### src/rtl/game_ctrl.sv
// 2048 board sequencer: owns the 16-tile exponent board, slides/merges one line per
// cycle on a move request, spawns random tiles from a 16-bit LFSR and reports status.
module game_ctrl #(
  parameter logic [15:0] LFSR_SEED = 16'hACE1,
  parameter int unsigned WIN_EXP   = 11
) (
  input  logic        clk,
  input  logic        rst_n,
  input  logic        new_game,
  input  logic        move_valid,
  input  logic [1:0]  move_dir,
  input  logic        load_en,
  input  logic [63:0] load_board,
  input  logic        game_over,
  output logic [63:0] tilevals,
  output logic        move_ready,
  output logic        busy,
  output logic        move_done,
  output logic        moved,
  output logic        won,
  output logic        over
);

  typedef enum logic [2:0] {S_IDLE, S_SLIDE, S_SPAWN, S_CHECK, S_OVER} state_e;

  localparam logic [3:0] WIN_E = 4'(WIN_EXP);

  state_e           state_q, state_d;
  logic [0:15][3:0] board_q, board_d;
  logic [15:0]      lfsr_q, lfsr_d;
  logic             won_q, won_d, move_done_q, move_done_d, moved_q, moved_d;
  logic [1:0]       spawns_q, spawns_d, dir_q, dir_d, line_q, line_d;
  logic [3:0]       idx_q, idx_d, probes_q, probes_d;
  logic             fresh_q, fresh_d, changed_q, changed_d;

  logic [3:0][3:0]  line_old, line_new;
  logic [3:0]       spawn_idx, spawn_val;
  logic             any_win;

  // Position p of line k in direction d; tile index is {row, col}.
  function automatic logic [3:0] tile_idx(input logic [1:0] d, input logic [1:0] k,
                                          input logic [1:0] p);
    case (d)
      2'd0:    tile_idx = {k, p};
      2'd1:    tile_idx = {k, ~p};
      2'd2:    tile_idx = {p, k};
      default: tile_idx = {~p, k};
    endcase
  endfunction

  // Element 0 is the leading position; compress, then merge pairs once from the front.
  function automatic logic [3:0][3:0] slide_line(input logic [3:0][3:0] in);
    logic [4:0][3:0] c;
    logic [3:0][3:0] m;
    logic [2:0]      n;
    logic [1:0]      w;
    logic            skip;
    c    = '0;
    m    = '0;
    n    = 3'd0;
    w    = 2'd0;
    skip = 1'b0;
    for (int i = 0; i < 4; i++) begin
      if (in[i] != 4'd0) begin
        c[n] = in[i];
        n    = n + 3'd1;
      end
    end
    for (int i = 0; i < 4; i++) begin
      if (skip) begin
        skip = 1'b0;
      end else if (c[i] != 4'd0) begin
        if (c[i] == c[i+1] && c[i] != 4'hF) begin
          m[w] = c[i] + 4'd1;
          skip = 1'b1;
        end else begin
          m[w] = c[i];
        end
        w = w + 2'd1;
      end
    end
    return m;
  endfunction

  // NOTE: every always_comb output gets a default first so no path can infer a latch.
  always_comb begin
    state_d     = state_q;
    board_d     = board_q;
    lfsr_d      = {1'b0, lfsr_q[15:1]} ^ (lfsr_q[0] ? 16'hB400 : 16'h0000);
    won_d       = won_q;
    move_done_d = 1'b0;
    moved_d     = moved_q;
    spawns_d    = spawns_q;
    idx_d       = idx_q;
    probes_d    = probes_q;
    fresh_d     = fresh_q;
    dir_d       = dir_q;
    line_d      = line_q;
    changed_d   = changed_q;
    line_old    = '0;
    line_new    = '0;
    spawn_idx   = fresh_q ? lfsr_q[3:0] : idx_q;
    spawn_val   = (lfsr_q[15:13] == 3'd0) ? 4'd2 : 4'd1;
    any_win     = 1'b0;
    for (int i = 0; i < 16; i++) any_win = any_win | (board_q[i] >= WIN_E);

    if (new_game) begin
      board_d   = '0;
      won_d     = 1'b0;
      state_d   = S_SPAWN;
      spawns_d  = 2'd2;
      fresh_d   = 1'b1;
      probes_d  = 4'd0;
      changed_d = 1'b0;
    end else begin
      case (state_q)
        S_IDLE, S_OVER: begin
          if (load_en) begin
            board_d   = load_board;
            changed_d = 1'b0;
            state_d   = S_CHECK;
          end else if (move_valid && state_q == S_IDLE) begin
            dir_d     = move_dir;
            line_d    = 2'd0;
            changed_d = 1'b0;
            state_d   = S_SLIDE;
          end
        end
        S_SLIDE: begin
          for (int p = 0; p < 4; p++) line_old[p] = board_q[tile_idx(dir_q, line_q, 2'(p))];
          line_new = slide_line(line_old);
          for (int p = 0; p < 4; p++) board_d[tile_idx(dir_q, line_q, 2'(p))] = line_new[p];
          if (line_new != line_old) changed_d = 1'b1;
          if (line_q == 2'd3) begin
            if (changed_d) begin
              state_d  = S_SPAWN;
              spawns_d = 2'd1;
              fresh_d  = 1'b1;
              probes_d = 4'd0;
            end else begin
              state_d = S_CHECK;
            end
          end else begin
            line_d = line_q + 2'd1;
          end
        end
        S_SPAWN: begin
          // Each spawned tile re-seeds its start index from the running LFSR.
          if (board_q[spawn_idx] == 4'd0) begin
            board_d[spawn_idx] = spawn_val;
            spawns_d = spawns_q - 2'd1;
            fresh_d  = 1'b1;
            probes_d = 4'd0;
            if (spawns_q == 2'd1) state_d = S_CHECK;
          end else begin
            idx_d    = spawn_idx + 4'd1;
            fresh_d  = 1'b0;
            probes_d = probes_q + 4'd1;
            if (probes_q == 4'd15) state_d = S_CHECK;
          end
        end
        S_CHECK: begin
          move_done_d = 1'b1;
          moved_d     = changed_q;
          won_d       = won_q | any_win;
          state_d     = game_over ? S_OVER : S_IDLE;
        end
        default: state_d = S_IDLE;
      endcase
    end
  end

  // NOTE: sequential state uses non-blocking assignments only; the board is plain
  // flops (not a RAM), so reset clears it in one shot.
  always_ff @(posedge clk or negedge rst_n) begin
    if (!rst_n) begin
      state_q     <= S_SPAWN;
      board_q     <= '0;
      lfsr_q      <= LFSR_SEED;
      won_q       <= 1'b0;
      move_done_q <= 1'b0;
      moved_q     <= 1'b0;
      spawns_q    <= 2'd2;
      idx_q       <= 4'd0;
      probes_q    <= 4'd0;
      fresh_q     <= 1'b1;
      dir_q       <= 2'd0;
      line_q      <= 2'd0;
      changed_q   <= 1'b0;
    end else begin
      state_q     <= state_d;
      board_q     <= board_d;
      lfsr_q      <= lfsr_d;
      won_q       <= won_d;
      move_done_q <= move_done_d;
      moved_q     <= moved_d;
      spawns_q    <= spawns_d;
      idx_q       <= idx_d;
      probes_q    <= probes_d;
      fresh_q     <= fresh_d;
      dir_q       <= dir_d;
      line_q      <= line_d;
      changed_q   <= changed_d;
    end
  end

  assign tilevals   = board_q;
  assign move_ready = (state_q == S_IDLE);
  assign busy       = (state_q == S_SLIDE) || (state_q == S_SPAWN) || (state_q == S_CHECK);
  assign move_done  = move_done_q;
  assign moved      = moved_q;
  assign won        = won_q;
  assign over       = (state_q == S_OVER);

endmodule

### config.mk
export PLATFORM = sky130hd
export DESIGN_NAME = game_ctrl
export DESIGN_NICKNAME = d
export VERILOG_FILES = /design/src/rtl/game_ctrl.sv
export SDC_FILE = /design/constraint.sdc
export NUM_CORES = 1
export LEC_CHECK = 0
export CORE_MARGIN = 2
export CORE_UTILIZATION = 25
export DETAILED_ROUTE_END_ITERATION = 16
export PLACE_DENSITY = 0.45
export SLEW_MARGIN = 20
export SYNTH_ARGS = -nofsm -noshare
export SYNTH_HDL_FRONTEND = slang
export SYNTH_SLANG_ARGS = --single-unit
### constraint.sdc
create_clock -name clk -period 14.2 [get_ports clk]
set_input_delay 2.84 -clock clk [delete_from_list [all_inputs] [get_ports clk]]
set_output_delay 2.84 -clock clk [all_outputs]
set_load 0.02 [all_outputs]
Word level (Yosys, flattened, before mapping)

Index checks and enable logic that the tools add are counted.

Register bits after elaboration: 102
Bits in latches: 0
Memory bits (writable): 0
Bits in read-only memories: 0
Output and inout port bits: 70
Memories: 0

Add/subtract/negate cells: 12
Multipliers: 0
Divide/modulo/power cells: 0
$lt $le $gt $ge: 38
Equal/unequal tests: 28
Shift-type cells: 0
Muxes and demuxes: 175
Bitwise gates (word level): 25
Reductions and logical operators: 45

Operator list:

| operator                                                   | number |
|---|---|
| bitwise mux 64 bit                                         | 5 |
| two-way mux 16 bit                                         | 16 |
| two-way mux 64 bit                                         | 3 |
| case mux 64 bit (3 select lines)                           | 1 |
| two-way mux 20 bit                                         | 9 |
| two-way mux 4 bit                                          | 41 |
| bitwise mux 16 bit                                         | 6 |
| binary-select mux 4 bit (select 4 bit)                     | 5 |
| demux 4 bit (select 4 bit)                                 | 5 |
| >= comparator 4 bit, second input constant                 | 16 |
| bitwise mux 20 bit                                         | 3 |
| two-way mux 3 bit                                          | 16 |
| case mux 4 bit (3 select lines)                            | 4 |
| demux 4 bit (select 3 bit)                                 | 3 |
| two-way mux 2 bit                                          | 18 |
| nonzero test 4 bit                                         | 9 |
| two-way mux 1 bit                                          | 31 |
| inequality test 4 bit, second input constant               | 7 |
| >= comparator 5 bit, second input constant                 | 5 |
| less-than comparator 5 x 1 -> 1 bit, second input constant | 5 |
| inverter 4 -> 5 bit                                        | 5 |
| adder 4 x 1 -> 4 bit, second input constant                | 6 |
| demux 4 bit (select 2 bit)                                 | 3 |
| == test 4 bit                                              | 4 |
| 35 further kinds                                           | 97 |

Longest topological paths before layout

Gate-level depths: netlist (run 1).

Word-level depth: 62
Depth in mapped cells: 40

Least setup slack after synthesis (run 1)

OpenSTA, ideal clock, no wires.

Kind: flip-flop to flip-flop
Start: register line_q[1]
End: register spawns_q[0]
Library setup time: 124 ps
Arrival: 8001 ps
Data required time: 14076 ps
Path slack: 6075 ps
Cell stages (with the launch flop): 33
Cells stage by stage: dfrtp_1 buf_2 buf_6 buf_6 or3_4 a21o_1 a222oi_1 a2bb2oi_2 nand3_2 inv_2 buf_4 ha_1 a2111oi_0 nand4_1 a222oi_1 buf_4 o21a_1 inv_1 ha_1 o21ai_0 clkbuf_1 ha_1 or2_2 ha_1 nand3_1 a2111oi_2 o21ai_0 a21boi_1 nor3_2 a2111oi_2 nand4bb_1 o211a_1 o31a_1

Word-level cells in the longest chain between the ends: 59

Ends and longest elaborated chain:

| element                                                       | line | source |
|---|---|---|
| start: declaration                                            | 32   | `logic [1:0] spawns_q, spawns_d, dir_q, dir_d, line_q, line_d;` |
| start signal: assignment                                      | 202  | `line_q <= line_d;` |
| branches (longest 58 deep; another with adder 3 x 1 -> 3 bit) | n/a  |  |
| AND reduction 4 bit (no line) *                               | n/a  |  |
| end signal: assignment                                        | 197  | `spawns_q <= spawns_d;` |
| end: declaration                                              | 32   |  |

Every way passes the cells marked *. The select of a mux whose other input is x is not followed.
A chain may end at the register's enable or synchronous reset.

Worst setup path in the final report (run 1)

Start: register dir_q[0]
End: register board_q (netlist bit tilevals[17])

Word-level cells in the longest chain between the ends: 60

Ends and longest elaborated chain:

| element                                                      | line | source |
|---|---|---|
| start: declaration                                           | 32   |  |
| start signal: assignment                                     | 201  | `dir_q <= dir_d;` |
| branches (longest 57 deep; another with inverter 4 -> 5 bit) | n/a  |  |
| bitwise mux 64 bit *                                         | 132  | `for (int p = 0; p < 4; p++) board_d[tile_idx(dir_q, line_q, 2'(p))] = line_new[p];` |
| case mux 64 bit (3 select lines) *                           | 116  | `case (state_q)` |
| two-way mux 64 bit *                                         | 107  | `if (new_game) begin` |
| end signal: assignment                                       | 192  | `board_q <= board_d;` |
| end: declaration                                             | 29   | `logic [0:15][3:0] board_q, board_d;` |

Marked as above.

==> results of run 1 <==
cells in the mapped netlist, types with 16 or more instances:
master	instances
a21oi_1	169
nand2_1	161
nor2_1	154
o21ai_0	137
clkbuf_1	125
dfrtp_1	91
mux2i_1	62
nor3_1	55
a211oi_1	48
a21o_1	42
o211ai_1	37
a22oi_1	36
inv_1	34
nand3_1	33
xnor2_1	30
o22ai_1	29
a31oi_1	27
mux2_2	24
nand2b_1	23
buf_2	21
ha_1	21
nor2b_1	20
a211o_1	19
a32oi_1	18
buf_4	18
o221ai_1	16
cell families after synthesis:
family                   synth area share [%]
AO/OA/AOI/OAI                           40.34
AND/OR/NAND/NOR                         21.23
buffers and inverters                   7.096
flip-flops                              19.80
multiplexers                            6.874
XOR/XNOR                                2.636
adder cells (fa/ha/maj)                 2.027
worst max-delay path, delay by kind of cell, from the launching register on:
family          cells  cell delay, ns
compound gates     14            3.94
simple gates        7            3.08
buf+inv             3            1.09
fa+ha+maj           2            1.04
flops               1            0.97
mux                 2            0.58
layer usage:
metal,vias up,wire (um),global-route usage (%)
met2,994,31900,40.39
met5,-,0,0
li1,6895,-,-
met1,7780,31180,35.99
met4,0,3423,10.92
met3,230,6608,4.823
metrics by stage:
step           utilization, %  std cells
5_1_grt                 29.64       2497
4_1_cts                 29.60       2496
2_1_floorplan               -       1784
3_3_place_gp            28.98       2480
3_5_place_dp            28.98       2480
6_report                29.64       2497
area by class of cell:
type / count / area (um^2)
clock buffer: 10 / 239.0
clock inverter: 6 / 80.08
fill: 5596 / 36090
inverter: 38 / 142.6
multi-input combinational: 1470 / 9548
sequential: 102 / 2571
tap: 680 / 850.8
timing repair buffer: 191 / 1777
how the worst max path moves through the flow:
stage,endpoint,slack (ns),cells after the start
5_1_grt,spawns_q[0],2.74,30
3_3_place_gp,tilevals[17],3.81,28
6_report,tilevals[17],3.35,28
3_5_place_dp,spawns_q[0],3.61,30
4_1_cts,spawns_q[0],3.58,30
2_1_floorplan,spawns_q[0],6.08,32
state kept, by name, summed over array words and instances (netlist names), 2 cells and up:
| register | flops |
|---|---|
| dir_q | 2 |
| idx_q | 4 |
| lfsr_q | 16 |
| line_q | 2 |
| probes_q | 4 |
| spawns_q | 2 |
| state_q | 3 |
| tilevals | 64 |
==> summary.md, run 1 <==
| Metric | Value |
|---|---|
| Die X | 231.7 um |
| HP Class | flop to flop |
| Startpoint Class | flop |
| Hold slack | 0.3543 ns |
| DRC | 0 |
| Initial Util | 25.26% |
| CTS tree | done |
| First-pass GRT wire length | 105600 um |
| Initial antenna violation count | 1 |
| Avg Cell Area, Syn | 7.265 um^2 |
| Core Area | 51300 um^2 |
| Clock sinks | 102 |
| DPL Wire Length | 53050 um |
| Worst-path clk slew | 0.08 ns |
| Asr flop ratio synth | 100.0% |
| Final WS setup | 3.349 ns |
| Worst Path Required | 14.49 ns |
| Crit. Startpoint | dir_q[0] |
| Worst-path fanout max | 67 |
| Synth Warn # | 0 |
| Root Buffer | clkbuf_16 |
| Flop-to-flop setup slack | 3.35 ns |
| CTS Buf Count | 9 |
| Post-layout minimum cycle time | 10.85 ns |
| Via count | 15899 |
| ANT cells | 0 |
| Commonest non-fill, non-tap cell in the layout | a21oi_1 |
| DRT antenna net count | 0 |
| Largest net degree at the start of global routing | 77 |
| Worst Tran Pin Value | 1.049 ns |
| Final hold viol count | 0 |
| CTS max path bufs | 2 |
| Hold path start | lfsr_q[9] |
| Largest cells by area after synthesis | dfrtp_1, a21oi_1, o21ai_0 |
| Final Instance Area | 15210 um^2 |
| Post-CTS Setup Repair Bufs | 0 |
| Slew HR | 29.78% |
| Number of synthesized flops with an enable pin | 0 |
| Cell mode on critical path | o21ai_0 |
| R2r endpoint | tilevals[17] |
| GRT Util Overall | 26.29% |
| Die ar. | 53680 um^2 |
| Crit end category | flop |
| Critical path arrival | 11.14 ns |
| Hold_buf cts | 0 |
| Setup CP Type | flop to flop |
| WL final | 73120 um |
| Pre-CTS WS | 3.607 ns |
| FF-to-FF Start | dir_q[0] |
| Post-synthesis sequential element count | 102 |
| Vias/cell | 6.367 |
| Final setup vio count | 0 |
| Cell accounting for the most synthesized area | dfrtp_1 |
| Initial drt markers | 2136 |
| Rows | 83 |
| Synthesized area | 12960 um^2 |
| Clock latency on the worst-skew pair | 0.38 ns |
| CTS resizes | 0 |
| Proportion of layout cells with a drive suffix above 1 | 8.531% |
| RSZ-0062 raised after global routing | no |
| Placed cell area | 14870 um^2 |
| H-tree Lvls | 3 |
| Clock skew | 0.01092 ns |
| Worst min-delay path endpoint | lfsr_q[8] |
| R2R cell count | 28 |
| Routability cong. | 0.9625 |
| Prevailing post-synth register cell | dfrtp_1 |
| I/O Pins | 142 |
| Slowest stage cell on the critical path | dfrtp_4 |
| Status | completed |
| Maxcap violations | 0 |
| GR Overflow Total | 0 |
| Layout net count | 1905 |
| Chip Height | 231.7 um |
| Post-synthesis sequential area ratio | 19.80% |
| Pins Over Slew Limit | 0 |
| Port Buf Inserts | 141 |
| Ratio of final minimum period to clock period | 76.42% |
| Worst hold path depth | 0 |
| Most frequent cells in the layout | a21oi_1, nand2_1, nor2_1, clkdlybuf4s50_1, o21ai_0 |
| Setup TNS | 0 ns |
| Crit-path max cell delay | 0.97 ns |
| Post-synth top area share | 17.57% |
| Synth Instances | 1784 |
| Drt pass-1 iters | 6 |
| P&R area growth vs syn | 17.35% |
| Fmax | 0.09215 GHz |
| Syn nets | 1877 |
| Routed length per instance | 29.28 um |
| Number of global-route vias before repair | 15005 |
| Yosys cell types | 95 |
Power of run 1 is left out: the tool's default activity adds up to more than one toggle a clock period on the data nets, which glitch-free logic cannot reach.
==> run 2: changes to the inputs <==
- PLACE_DENSITY: 0.45 -> 0.46
- clock period: 14.2 -> 9.95 ns (I/O delays scaled with it)
==> summary.md, run 2 (synthesis results as in run 1) <==
| Metric | Value |
|---|---|
| Status | completed |
| Startpoint Class | flop |
| DRC | 0 |
| GR Overflow Total | 0 |
| Worst Tran Pin Value | 1.161 ns |
| Post-layout minimum cycle time | 9.503 ns |
| Port Buf Inserts | 141 |
| Pre-CTS WS | 0.6640 ns |
| Dpl cells | 2517 |
| DRT antenna net count | 0 |
| Clock sinks | 102 |
| Util after Layout | 30.15% |
| Final WS setup | 0.4468 ns |
| P&R area growth vs syn | 19.37% |
| Clock skew | 0.01957 ns |
| First-pass GRT wire length | 107200 um |
| Post-Layout Cell Count | 2533 |
| Initial Util | 25.26% |
| Hold_buf cts | 0 |
| Crit-path max cell delay | 0.96 ns |
| I/O Pins | 142 |
| Number of global-route vias before repair | 15064 |
| Via count | 15982 |
| Worst-path fanout max | 23 |
| Vias/cell | 6.310 |
| Critical path arrival | 9.79 ns |
| Fillcell total | 5623 |
| H-tree Lvls | 3 |
| WL final | 74520 um |
| Final hold viol count | 0 |
| Fmax | 0.1052 GHz |
| Rows | 83 |
| Routed length per instance | 29.42 um |
| Root Buffer | clkbuf_16 |
| Chip Height | 231.7 um |
| Initial drt markers | 2097 |
| Routability cong. | 0.9910 |
| Most frequent cells in the layout | a21oi_1, nand2_1, nor2_1, clkdlybuf4s50_1, o21ai_0 |
| Final setup vio count | 0 |
| Slowest stage cell on the critical path | o41ai_1 |
| CTS max path bufs | 2 |
| Worst-path clk slew | 0.09 ns |
| Proportion of layout cells with a drive suffix above 1 | 10.25% |
| Largest net degree at the start of global routing | 70 |
| GRT Util Overall | 26.93% |
| Ratio of final minimum period to clock period | 95.51% |
| Maxcap violations | 0 |
| Initial antenna violation count | 0 |
| CTS tree | done |
| HP Class | flop to flop |
| Core Area | 51300 um^2 |
| Layout net count | 1941 |
| Worst Path Required | 10.23 ns |
| ANT cells | 0 |
| Clock latency on the worst-skew pair | 0.39 ns |
| RSZ-0062 raised after global routing | no |
| Setup CP Type | flop to flop |
| Setup TNS | 0 ns |
| WL met3 | 6749 um |
| DPL Wire Length | 55610 um |
| Die ar. | 53680 um^2 |
| Drt pass-1 iters | 6 |
| Pins Over Slew Limit | 0 |
| Die X | 231.7 um |
| Slew HR | 22.33% |
| Top layer in use | met4 |
| Max FFs per register | 64 |
| Crit end category | flop |
| CTS Buf Count | 9 |
| Routed wl met2 | 32970 um |
| Commonest non-fill, non-tap cell in the layout | a21oi_1 |
| Metal-1 WL | 31540 um |
[run 2: layout make-up]
class / instances / area, um^2 / area share (%)
timing repair buffer: 227 / 2049 / 13.25
tap: 680 / 850.8 / 5.500
multi-input combinational: 1470 / 9527 / 61.58
clock buffer: 9 / 225.2 / 1.456
inverter: 38 / 142.6 / 0.9220
clock inverter: 7 / 100.1 / 0.6470
sequential: 102 / 2575 / 16.65
[run 2: repair_timing]
action,4_1_cts,5_1_grt
endpoints found under the setup margin,0,9
resized for setup,0,2
setup buffers,0,0
[run 2: final timing paths]
kind                                end  slack (ns)      start  cells after the start
max                         probes_q[1]        0.45  line_q[0]                     29
min                           lfsr_q[3]        0.36  lfsr_q[4]                      0
max reg2reg                 probes_q[1]        0.45  line_q[0]                     29
min reg2reg                   lfsr_q[3]        0.36  lfsr_q[4]                      0
max in group asynchronous      dir_q[1]        7.00      rst_n                      2
min in group asynchronous  tilevals[50]        1.70      rst_n                      1
[run 2: metal layers]
layer | GRT usage (%) | vias to the layer above
met5 | 0 | -
met4 | 11.76 | 0
met3 | 4.122 | 183
met2 | 41.62 | 1052
met1 | 36.94 | 7797
li1 | - | 6950
[run 2: worst max-delay path: cells and delay by family, from the launching register on]
family	cells	cell delay, ns
adders and majority gates	2	0.63
and+or+nand+nor	6	1.61
buffers and inverters	4	0.96
DFF	1	0.92
AOI/OAI and AO/OA	16	4.94
muxes	1	0.33
[run 2: metrics by stage]
step                      hold WS (ns)  instance area [um^2]
after global placement          0.3426                 15130
after global routing            0.3636                 15470
after detailed placement        0.3376                 15130
final                           0.3583                 15470
after CTS                       0.3599                 15460
after floorplan                 0.3312                 12960
Power of run 2 is left out for the same reason.
